--- src/rtl/tag_rx_ctrl_mr.sv ---
// Multi-round tag RX controller. Waits for a preamble peak, emits a +/- sync
// pattern, hands the baseband path to tag_rx, re-syncs for a configured number
// of localisation rounds, then applies a receive timeout and a post-burst
// holdoff. The IQ output stream is muxed and delayed by two register stages.
module tag_rx_ctrl_mr #(
  parameter int unsigned DATA_WIDTH     = 16,
  parameter int unsigned CNT_WIDTH      = 16,
  parameter int unsigned TO_WIDTH       = 32,
  parameter int unsigned RND_WIDTH      = 8,
  parameter int unsigned GPIO_REG_WIDTH = 12,
  parameter int          SYNC_AMP       = 16384
) (
  input  logic                      clk,
  input  logic                      reset,
  input  logic                      run_rx,
  input  logic [CNT_WIDTH-1:0]      cfg_nsyncp,
  input  logic [CNT_WIDTH-1:0]      cfg_nsyncn,
  input  logic [RND_WIDTH-1:0]      cfg_nrounds,
  input  logic [TO_WIDTH-1:0]       cfg_timeout,
  input  logic [TO_WIDTH-1:0]       cfg_holdoff,
  input  logic                      peak_tvalid,
  input  logic                      peak_stb,
  input  logic                      rx_sync_ready,
  input  logic [DATA_WIDTH-1:0]     irx_bb,
  input  logic [DATA_WIDTH-1:0]     qrx_bb,
  output logic                      rx_srst,
  output logic                      rx_valid,
  output logic [DATA_WIDTH-1:0]     irx_out,
  output logic [DATA_WIDTH-1:0]     qrx_out,
  output logic [1:0]                rx_state,
  output logic [CNT_WIDTH:0]        sync_count,
  output logic [RND_WIDTH-1:0]      round_count,
  output logic                      timeout_flag,
  output logic [GPIO_REG_WIDTH-1:0] fp_gpio_out,
  output logic [GPIO_REG_WIDTH-1:0] fp_gpio_ddr
);

  localparam int unsigned SyncW = CNT_WIDTH + 1;
  localparam int unsigned RndW  = RND_WIDTH + 1;

  localparam logic [DATA_WIDTH-1:0] AmpPos = DATA_WIDTH'(SYNC_AMP);
  localparam logic [DATA_WIDTH-1:0] AmpNeg = DATA_WIDTH'(-SYNC_AMP);

  typedef enum logic [1:0] {
    StInit    = 2'd0,
    StLocSync = 2'd1,
    StLocRx   = 2'd2,
    StHoldoff = 2'd3
  } state_e;

  state_e                 state_q, state_d;
  logic [SyncW-1:0]       sync_cnt_q, sync_cnt_d;
  logic [RND_WIDTH-1:0]   round_q, round_d;
  logic [TO_WIDTH-1:0]    tmr_q, tmr_d;
  logic                   to_flag_q, to_flag_d;
  logic                   valid_q, valid_d;
  logic                   srst_q, srst_d;
  logic                   pk_q, pk_d;

  // Shadowed config, frozen for the duration of a burst
  logic [CNT_WIDTH-1:0]   nsyncp_q, nsyncp_d;
  logic [CNT_WIDTH-1:0]   nsyncn_q, nsyncn_d;
  logic [RND_WIDTH-1:0]   nrounds_q, nrounds_d;
  logic [TO_WIDTH-1:0]    timeout_q, timeout_d;
  logic [TO_WIDTH-1:0]    holdoff_q, holdoff_d;

  logic [DATA_WIDTH-1:0]  i_mux, q_mux;
  logic [DATA_WIDTH-1:0]  i_s1_q, q_s1_q, i_s2_q, q_s2_q;

  logic                   clear;
  logic [SyncW-1:0]       sync_raw, sync_total, sync_last;
  logic [RndW-1:0]        rounds_eff, round_inc;
  logic                   timeout_hit, holdoff_done;

  assign clear = !reset || !run_rx;

  // Derived limits from the shadowed config
  always_comb begin
    sync_raw     = {1'b0, nsyncp_q} + {1'b0, nsyncn_q};
    sync_total   = (sync_raw == '0) ? SyncW'(1) : sync_raw;
    sync_last    = sync_total - SyncW'(1);
    rounds_eff   = (nrounds_q == '0) ? RndW'(1) : {1'b0, nrounds_q};
    round_inc    = {1'b0, round_q} + RndW'(1);
    timeout_hit  = (timeout_q != '0) && (tmr_q == timeout_q - TO_WIDTH'(1));
    holdoff_done = (holdoff_q == '0) || (tmr_q >= holdoff_q - TO_WIDTH'(1));
  end

  // Next-state logic for the burst sequencer
  always_comb begin
    state_d    = state_q;
    sync_cnt_d = sync_cnt_q;
    round_d    = round_q;
    tmr_d      = tmr_q;
    to_flag_d  = to_flag_q;
    valid_d    = valid_q;
    srst_d     = srst_q;
    pk_d       = peak_tvalid & peak_stb;
    nsyncp_d   = nsyncp_q;
    nsyncn_d   = nsyncn_q;
    nrounds_d  = nrounds_q;
    timeout_d  = timeout_q;
    holdoff_d  = holdoff_q;

    case (state_q)
      StInit: begin
        if (peak_tvalid && peak_stb) begin
          state_d    = StLocSync;
          sync_cnt_d = '0;
          round_d    = '0;
          valid_d    = 1'b1;
          nsyncp_d   = cfg_nsyncp;
          nsyncn_d   = cfg_nsyncn;
          nrounds_d  = cfg_nrounds;
          timeout_d  = cfg_timeout;
          holdoff_d  = cfg_holdoff;
        end else if (peak_tvalid) begin
          valid_d = 1'b0;
        end
      end
      StLocSync: begin
        if (sync_cnt_q < sync_last) begin
          sync_cnt_d = sync_cnt_q + SyncW'(1);
          srst_d     = 1'b1;
        end else begin
          srst_d  = 1'b0;
          state_d = StLocRx;
          tmr_d   = '0;
        end
      end
      StLocRx: begin
        tmr_d = tmr_q + TO_WIDTH'(1);
        // A ready in the same cycle as the timeout takes priority
        if (rx_sync_ready && peak_tvalid) begin
          round_d = round_inc[RND_WIDTH-1:0];
          if (round_inc < rounds_eff) begin
            state_d    = StLocSync;
            sync_cnt_d = '0;
          end else begin
            state_d = StHoldoff;
            tmr_d   = '0;
          end
        end else if (timeout_hit) begin
          to_flag_d = 1'b1;
          valid_d   = 1'b0;
          state_d   = StInit;
        end
      end
      StHoldoff: begin
        tmr_d = tmr_q + TO_WIDTH'(1);
        if (holdoff_done) begin
          state_d = StInit;
        end
      end
      default: state_d = StInit;
    endcase
  end

  // Sync pattern during LOC_SYNC, baseband passthrough otherwise
  always_comb begin
    i_mux = irx_bb;
    q_mux = qrx_bb;
    if (state_q == StLocSync) begin
      i_mux = (sync_cnt_q < {1'b0, nsyncp_q}) ? AmpPos : AmpNeg;
      q_mux = '0;
    end
  end

  // State, counters, shadow config and the two-stage IQ pipeline
  always_ff @(posedge clk) begin
    if (clear) begin
      state_q    <= StInit;
      sync_cnt_q <= '0;
      round_q    <= '0;
      tmr_q      <= '0;
      to_flag_q  <= 1'b0;
      valid_q    <= 1'b0;
      srst_q     <= 1'b0;
      pk_q       <= 1'b0;
      nsyncp_q   <= '0;
      nsyncn_q   <= '0;
      nrounds_q  <= '0;
      timeout_q  <= '0;
      holdoff_q  <= '0;
      i_s1_q     <= '0;
      q_s1_q     <= '0;
      i_s2_q     <= '0;
      q_s2_q     <= '0;
    end else begin
      state_q    <= state_d;
      sync_cnt_q <= sync_cnt_d;
      round_q    <= round_d;
      tmr_q      <= tmr_d;
      to_flag_q  <= to_flag_d;
      valid_q    <= valid_d;
      srst_q     <= srst_d;
      pk_q       <= pk_d;
      nsyncp_q   <= nsyncp_d;
      nsyncn_q   <= nsyncn_d;
      nrounds_q  <= nrounds_d;
      timeout_q  <= timeout_d;
      holdoff_q  <= holdoff_d;
      i_s1_q     <= i_mux;
      q_s1_q     <= q_mux;
      i_s2_q     <= i_s1_q;
      q_s2_q     <= q_s1_q;
    end
  end

  assign rx_srst      = srst_q;
  assign rx_valid     = valid_q;
  assign irx_out      = i_s2_q;
  assign qrx_out      = q_s2_q;
  assign rx_state     = state_q;
  assign sync_count   = sync_cnt_q;
  assign round_count  = round_q;
  assign timeout_flag = to_flag_q;
  assign fp_gpio_out  = GPIO_REG_WIDTH'({(state_q == StLocSync), pk_q});
  assign fp_gpio_ddr  = GPIO_REG_WIDTH'(3);

endmodule

--- config.mk ---
export PLATFORM = sky130hd
export DESIGN_NAME = tag_rx_ctrl_mr
export DESIGN_NICKNAME = d
export VERILOG_FILES = /design/src/rtl/tag_rx_ctrl_mr.sv
export SDC_FILE = /design/constraint.sdc
export NUM_CORES = 1
export LEC_CHECK = 0
export BUFFER_PORTS_ARGS = -buffer_cell sky130_fd_sc_hd__buf_2
export CAP_MARGIN = 10
export CORE_MARGIN = 5
export CORE_UTILIZATION = 57
export DETAILED_ROUTE_END_ITERATION = 12
export PLACE_DENSITY_LB_ADDON = 0.08
export SYNTH_ARGS = -nofsm -noshare
export SYNTH_HDL_FRONTEND = slang
export SYNTH_SLANG_ARGS = --single-unit
--- constraint.sdc ---
create_clock -name clk -period 8.8 [get_ports clk]
set_input_delay 0.44 -clock clk [delete_from_list [all_inputs] [get_ports clk]]
set_output_delay 0.44 -clock clk [all_outputs]
set_load 0.03 [all_outputs]
# --- Word level (Yosys, flattened, before mapping) ---
# Index checks and enable logic that the tools add are counted.
op_classes:
  add_sub_neg: 7
  n_lt_le_gt_ge: 4
  eq_ne: 14
  n_mux: 29
  bitwise_logic: 2
  n_reduce_logical: 23
ops:
  columns: ["operator", "count"]
  rows:
  - ["$mux W32", 3]
  - ["$pmux W32 S3", 1]
  - ["$mux W17", 5]
  - ["$sub A32 B1 Y32 const B", 2]
  - ["$pmux W17 S3", 1]
  - ["$add A32 B1 Y32 const B", 1]
  - ["$eq A32 B32 Y1", 1]
  - ["$ge A32 B32 Y1", 1]
  - ["$logic_not A32 Y1", 1]
  - ["$mux W16", 2]
  - ["$reduce_bool A32 Y1", 1]
  - ["$mux W8", 3]
  - ["$add A16 B16 Y17", 1]
  - ["$add A17 B1 Y17 const B", 1]
  - ["$logic_not A17 Y1", 1]
  - ["$lt A17 B16 Y1", 1]
  - ["$lt A17 B17 Y1", 1]
  - ["$sub A17 B1 Y17 const B", 1]
  - ["$pmux W8 S2", 1]
  - ["$ne A2 B2 Y1 const B", 7]
  - ["$mux W2", 6]
  - ["$add A8 B1 Y9 const B", 1]
  - ["$lt A9 B8 Y1", 1]
  - ["$logic_not A8 Y1", 1]
  - ["other kinds (20)", 34]
totals:
  ff_bits: 231
  in_bits: 142
  output_inout_bits: 86
  elab_cells: 96

# --- Depth between registers and ports, before layout ---
# Gate-level depths: netlist of the first run.
logic_depth:
  depth_word: 7
  ltp_mapped: 30
  depth_no_buf: 27

# --- Worst setup path before layout of the first run ---
# OpenSTA, ideal clock, no wires.
synth_path:
  path_type: "register -> register"
  from: "register nsyncp_q[0]"
  to: "register tmr_q[26]"
  setup_time_ns: 0.091
  arrival_time_ns: 6.061
  t_required_ns: 8.709
  slack_ns: 2.648
  path_stages_with_launch: 26
  n_path_buf: 2
  synth_period_minus_slack_ns: 6.152
  cell_sequence: "dfxtp_1 > ha_1 > fa_1 > and3_1 > o211ai_1 > a21oi_1 > o311ai_1 > nor3b_1 > and2_1 > buf_2 > a31oi_1 > ha_1 > nand2_1 > nor4_1 > inv_1 > or3_1 > xor2_1 > ha_1 > a21oi_1 > o21ai_0 > a221o_1 > or4_1 > a31oi_1 > o31ai_4 > buf_4 > a311oi_1"
synth_between:
  elab_chain_len: 7
synth_lines:
  columns: ["item", "line", "rtl"]
  rows:
  - ["start: declaration", "61", "logic [CNT_WIDTH-1:0] nsyncp_q, nsyncp_d;"]
  - ["start signal: assignment", "197", "nsyncp_q <= nsyncp_d;"]
  - ["$add A16 B16 Y17 *", "79", "sync_raw = {1'b0, nsyncp_q} + {1'b0, nsyncn_q};"]
  - ["$logic_not A17 Y1", "80", "sync_total = (sync_raw == '0) ? SyncW'(1) : sync_raw;"]
  - ["$mux W17 *", "80", null]
  - ["$sub A17 B1 Y17 *", "81", "sync_last = sync_total - SyncW'(1);"]
  - ["$lt A17 B17 Y1 *", "121", "if (sync_cnt_q < sync_last) begin"]
  - ["$ne A2 B2 Y1 (no line) *", null, null]
  - ["$reduce_and A2 Y1 (no line) *", null, null]
  - ["end signal: assignment", "192", "tmr_q <= tmr_d;"]
  - ["end: declaration", "54", "logic [TO_WIDTH-1:0] tmr_q, tmr_d;"]
# Mark *: on every way between the ends. The rest lies on a longest branch, timed or not.
# A chain may end at the register's enable or synchronous reset.

# --- Worst setup path after layout of the first run ---
layout_path:
  from: "register nsyncp_q[0]"
  to: "register sync_cnt_q[11] (netlist: sync_count[11])"
layout_between:
  elab_chain_len: 7
layout_lines:
  columns: ["item", "line", "rtl"]
  rows:
  - ["$add A16 B16 Y17 *", "79", null]
  - ["$logic_not A17 Y1", "80", null]
  - ["$mux W17 *", "80", null]
  - ["$sub A17 B1 Y17 *", "81", null]
  - ["$lt A17 B17 Y1 *", "121", null]
  - ["$ne A2 B1 Y1 (no line) *", null, null]
  - ["$reduce_and A5 Y1 (no line) *", null, null]
  - ["end signal: assignment", "190", "sync_cnt_q <= sync_cnt_d;"]
  - ["end: declaration", "52", "logic [SyncW-1:0] sync_cnt_q, sync_cnt_d;"]
# Marked as above.

==> run summary, run 1 <==
result of the run: finished, final reports clean
part of the cycle the worst path needs: 79.9%
synthesis warning total: 0
maximum clock insertion buffer count: 3
Setup TNS Final: 0 ps
actual transition at the worst max-transition pin: 1180 ps
cell area after synthesis: 13400 sq um
number of nets with antenna violations after detailed routing: 0
series of cell instances along the critical path: ha_1 -> fa_1 -> and3_1 -> o211ai_1 -> a21oi_1 -> o311ai_1 -> nor3b_1 -> and2_1 -> a31oi_1 -> ha_1 -> nand2_1 -> nor4_1 -> inv_1 -> or3_1 -> xor2_1 -> ha_1 -> a21oi_1 -> o21ai_0 -> a221o_1 -> or4_1 -> a31oi_1 -> o21ai_1 -> o21ai_1
arrival time of the worst setup path: 7510 ps
count of input and output buffers: 205
final hold viol count: 0
number of cells on the worst hold path: 3
number of vias per cell after detailed routing: 5.67
crit-path leading delay family: compound AO/OA/AOI/OAI gates
peak supply drop: 0.140 mV
Slew Viols, Final: 0
gr usage total: 25.1%
effective utilization at floorplan: 57.5%
Crit Path Class: flip-flop to flip-flop
Filler Cells Inserted: 2046
initial drt markers: 936
most numerous cell types in the synthesized netlist: 298 x nand2_1, 231 x dfxtp_1, 160 x a21oi_1, 110 x nor2_1, 94 x and3_1
number of flops mapped to enable cells by yosys: 0
Inserted Diodes: 0
proportion of netlist area held by the largest area contributor: 34.6%
number of antenna violations at the first check in global routing: 0
setup repair after global routing missed its margin: no
# DRC: 0
setup slack after placement: 1790 ps
clock latency at the later pin of the worst-skew pair: 550 ps
sequential-to-total area share from yosys stat: 34.6%
number of flip-flops and latches in the synthesized netlist: 231
via count of the first global-routing pass: 11485
Routed WL per cell: 15.9 um
final critical delay including setup and external delays: 7030 ps
vias after detailed routing: 12358
CTS resizes: 0
largest stage delay on the critical path: 640 ps
pin count of the biggest net entering global routing: 107
Leak Pwr: 6.74 nW
normalized max-slew margin: 21.1%
depth of the worst register-to-register path: 23
required arrival time at the worst endpoint: 9280 ps
area of the die: 26600 sq um
CTS tree: built
placeable core region: 23300 sq um
Unique masters post-synth: 80
endpoint of the most critical register-to-register path: sync_count[11]
number of buffers and inverters on the critical path: 1
overall power consumption: 2.55 mW
asr flop ratio synth: 0%
count of mapped cells out of synthesis: 1696
NumNets Final: 2079
Post-Synthesis Mean Instance Area: 7.89 sq um
Final WS setup: 1770 ps
Post-CTS Setup Bufs: 0
Critical Path Fanout Max: 12
Num Clock Sinks: 231
post-cts hold buffer count: 0
peak clock frequency supported by timing: 142 MHz
floorplan row count: 56
aggregate routed wire length: 34600 um
share of final-layout standard cells stronger than drive strength 1: 15.2%
cell taking the most area after synthesis: dfxtp_1
Die Span X: 163 um
skew final: 24.9 ps
final global-route overflow total: 0
CTS clock-pin slew for the worst setup and hold paths: 60 ps
Setup crit end kind: flip-flop
chip height: 163 um
count of H-tree levels built during CTS: 1
number of max-cap violations: 0
Area Overhead vs Synth: 14.4%
dominant cell type by count on the critical path: ha_1
terminating pin of the worst hold path: i_s1_q[14]
cell area power density: 167 nW/um^2
Clock Root Buffer: clkbuf_16
clock buffers created by TritonCTS: 26
number of placed I/O pins: 228
class of the most critical hold timing path: input pin to flip-flop
final weighted congestion in routability-driven placement: 0.921
main area contributors after synthesis: dfxtp_1 35%, ha_1 8.7%, nand2_1 8.4%
slack of the worst reg-to-reg path: 1770 ps
Pre-Repair DR Iteration Count: 5
wire length of the first global-routing pass: 56600 um
FF-to-FF Start: nsyncp_q[0]
Worst Hold Launch: irx_bb[14]
most common cell in the synthesized netlist: nand2_1
dominant register cell in the synthesized netlist: dfxtp_1
number of setup violations in the final report: 0
cell with the largest stage delay on the worst path: nor4_1
detailed-placement wirelength estimate: 25400 um
startpoint types: flip-flop
layout by cell type (no fill, tap or decap), drive strengths merged, types with 21 or more instances in the layout:
cell type	synthesis	final
nand2b	24	24
a21oi	160	160
o21ai	70	70
and3	94	94
nand3	38	38
conb	2	22
nand2	298	298
nor2	111	111
xor2	31	31
a21o	22	22
nor3	33	33
buf	40	210
xnor2	70	70
ha	93	93
dfxtp	231	231
nand4	21	21
a31oi	26	26
nor4	26	26
clkbuf	71	36
inv	43	45
where the power goes:
group | switching [mW] | internal (mW)
Sequential | 0.0153 | 1.07
Clock | 0.453 | 0.622
Combinational | 0.237 | 0.158
worst min-delay path: stages:
cell,delay (ps)
buf_2,70
nor2_1,30
nor2_1,60
worst max path at each step:
stage                endpoint  cells past startpoint   startpoint  slack [ps]
2_1_floorplan       tmr_q[26]                     25  nsyncp_q[0]        2650
3_3_place_gp   sync_count[12]                     23  nsyncp_q[0]        2040
3_5_place_dp   sync_count[11]                     23  nsyncp_q[0]        1790
4_1_cts        sync_count[11]                     23  nsyncp_q[0]        1770
5_1_grt              tmr_q[2]                     24  nsyncp_q[0]        1090
6_report       sync_count[11]                     23  nsyncp_q[0]        1770
state kept, by name (all words and copies together), names as in the netlist:
signal / flops
nsyncp_q: 16
round_count: 8
rx_valid: 1
pk_q: 1
tmr_q: 32
i_s1_q: 16
rx_state: 2
q_s1_q: 16
qrx_out: 16
nsyncn_q: 16
sync_count: 17
rx_srst: 1
irx_out: 16
holdoff_q: 32
nrounds_q: 8
timeout_flag: 1
timeout_q: 32
stage by stage:
step,instances,utilization [%],cell area [sq um],hold WS [ps]
finish,2180,65.8,15300,92.3
global route,2180,65.8,15300,87.7
CTS,2180,65.8,15300,73.8
detailed placement,2134,62.1,14400,448
global placement,2134,62.1,14400,445
floorplan,1716,-,13500,436
logic make-up (layout without fill, tap and decap cells):
logic type / Yosys count / after routing / share of synthesized area (%)
buffers and inverters: 154 / 299 / 5.08
other: 2 / 22 / 0.0561
DFF: 231 / 231 / 34.6
adders and majority gates: 94 / 94 / 8.84
and+or+nand+nor: 729 / 729 / 26.8
AOI/OAI and AO/OA: 378 / 378 / 17.5
xor gates and xnor gates: 101 / 101 / 6.61
muxes: 7 / 7 / 0.533
layout make-up:
class,instances,area [sq um],area share [%]
Clock inverter,10,123,0.801
Clock buffer,36,738,4.82
Sequential cell,231,4620,30.2
Tap cell,319,399,2.61
Inverter,43,161,1.05
Multi-Input combinational cell,1331,8190,53.5
Timing Repair Buffer,210,1060,6.95
routing by layer:
layer	routed length [um]	up-vias	GRT usage, %
li1	-	6244	-
met1	16500	5637	37.1
met2	14700	417	38.5
met3	2640	60	3.86
met4	748	0	6.48
met5	0	-	0
No activity file was read; power rests on OpenSTA's default activity.
==> run 2: changes to the inputs <==
Clock period 8.8 ns to 7.15 ns, I/O delays scaled along.
==> run summary, run 2 (synthesized netlist as in run 1, its figures left out) <==
required arrival time at the worst endpoint: 7570 ps
total area of multi-input combinational cells: 8200 sq um
Routed WL per cell: 16.0 um
gr usage total: 25.2%
Slew Viols, Final: 0
Filler Cells Inserted: 2077
final weighted congestion in routability-driven placement: 0.913
most common library cell in the layout ignoring fill and taps: nand2_1
vias after detailed routing: 12474
chip height: 163 um
most frequent cells in the layout: 297 x nand2_1, 231 x dfxtp_1, 205 x buf_2
Area Overhead vs Synth: 14.5%
setup slack after placement: 525 ps
skew final: 14.7 ps
number of setup violations in the final report: 0
Pre-Repair DR Iteration Count: 5
arrival time of the worst setup path: 7060 ps
Worst Hold Launch: irx_bb[14]
number of nets with antenna violations after detailed routing: 0
number of max-cap violations: 0
Setup crit end kind: flip-flop
Clock Root Buffer: clkbuf_16
via count of the first global-routing pass: 11450
number of vias per cell after detailed routing: 5.72
floorplan row count: 56
aggregate routed wire length: 34900 um
effective utilization at floorplan: 57.5%
largest registers in the final layout: holdoff_q x32, timeout_q x32, tmr_q x32
Leak Pwr: 6.76 nW
final hold viol count: 0
count of input and output buffers: 205
part of the cycle the worst path needs: 92.9%
class of the most critical hold timing path: input pin to flip-flop
CTS clock-pin slew for the worst setup and hold paths: 60 ps
Setup TNS Final: 0 ps
placeable core region: 23300 sq um
setup repair after global routing missed its margin: no
area of the die: 26600 sq um
number of antenna violations at the first check in global routing: 0
maximum clock insertion buffer count: 3
pin count of the biggest net entering global routing: 107
final global-route overflow total: 0
peak clock frequency supported by timing: 151 MHz
result of the run: finished, final reports clean
clock buffers created by TritonCTS: 26
NumNets Final: 2080
Critical Path Fanout Max: 26
final critical delay including setup and external delays: 6640 ps
timing startpoint of the critical path: nsyncp_q[0]
Final WS setup: 508 ps
Inserted Diodes: 0
Crit Path Class: flip-flop to flip-flop
count of H-tree levels built during CTS: 1
FF-to-FF Start: nsyncp_q[0]
total area of sequential cells: 4620 sq um
number of placed I/O pins: 228
share of final-layout standard cells stronger than drive strength 1: 15.5%
Num Clock Sinks: 231
peak supply drop: 0.203 mV
wire length of the first global-routing pass: 56800 um
normalized max-slew margin: 21.2%
initial drt markers: 879
CTS tree: built
# DRC: 0
detailed-placement wirelength estimate: 25700 um
Die Span X: 163 um
clock latency at the later pin of the worst-skew pair: 540 ps
overall power consumption: 3.14 mW
startpoint types: flip-flop
actual transition at the worst max-transition pin: 1180 ps
cell area power density: 205 nW/um^2
[run 2: final cells by class]
class	count	share of cell area, %
Sequential cell	231	30.2
Multi-Input combinational cell	1331	53.5
Inverter	43	1.05
Tap cell	319	2.60
Timing Repair Buffer	211	6.99
Clock inverter	11	0.669
Clock buffer	36	5.01
[run 2: final timing paths]
check,to,slack [ps],depth (start not counted)
setup / recovery,tmr_q[2],510,25
hold / removal,i_s1_q[14],30,3
setup reg to reg,tmr_q[2],510,25
hold reg to reg,nrounds_q[2],460,2
[run 2: where the power goes]
group | total, mW | internal [mW] | switching, mW
Sequential | 1.33 | 1.31 | 0.0185
Combinational | 0.488 | 0.198 | 0.290
Clock | 1.32 | 0.786 | 0.538
[run 2: repair_timing]
item | 4_1_cts | 5_1_grt
gates resized for setup | 0 | 1
buffers inserted | 0 | 0
hold buffers | 0 | 0
endpoints found under the setup margin | 0 | 2
endpoints found under the hold margin | 0 | 0
[run 2: per-layer routing]
layer | vias to the layer above | global-route usage (%) | routed length, um
met5 | - | 0 | 0
met4 | 0 | 5.34 | 620
met3 | 39 | 3.15 | 2540
met2 | 399 | 39.9 | 15300
met1 | 5771 | 37.0 | 16500
li1 | 6265 | - | -
[run 2: worst max-delay path: stages, from the launching register on]
cell	delay [ps]
dfxtp_1	330
ha_1	230
fa_1	430
and3_1	240
o211ai_1	350
a21oi_1	130
o311ai_1	480
nor3b_1	150
and2_1	260
a31oi_1	180
ha_1	210
nand2_1	70
nor4_1	180
buf_4	190
inv_1	50
or3_1	370
xor2_1	150
ha_1	320
a21oi_1	60
o21ai_0	160
a221o_1	190
nand2b_1	270
nand2_1	190
o31ai_4	930
o211ai_1	180
and3_1	220
[run 2: metrics by stage]
step	cell area, sq um	util, %	hold WS (ps)	cells
floorplan	13500	-	436	1716
global placement	14500	62.1	445	2135
detailed placement	14500	62.1	447	2135
CTS	15300	65.9	8.15	2182
global route	15300	65.9	32.9	2182
finish	15300	65.9	26.0	2182
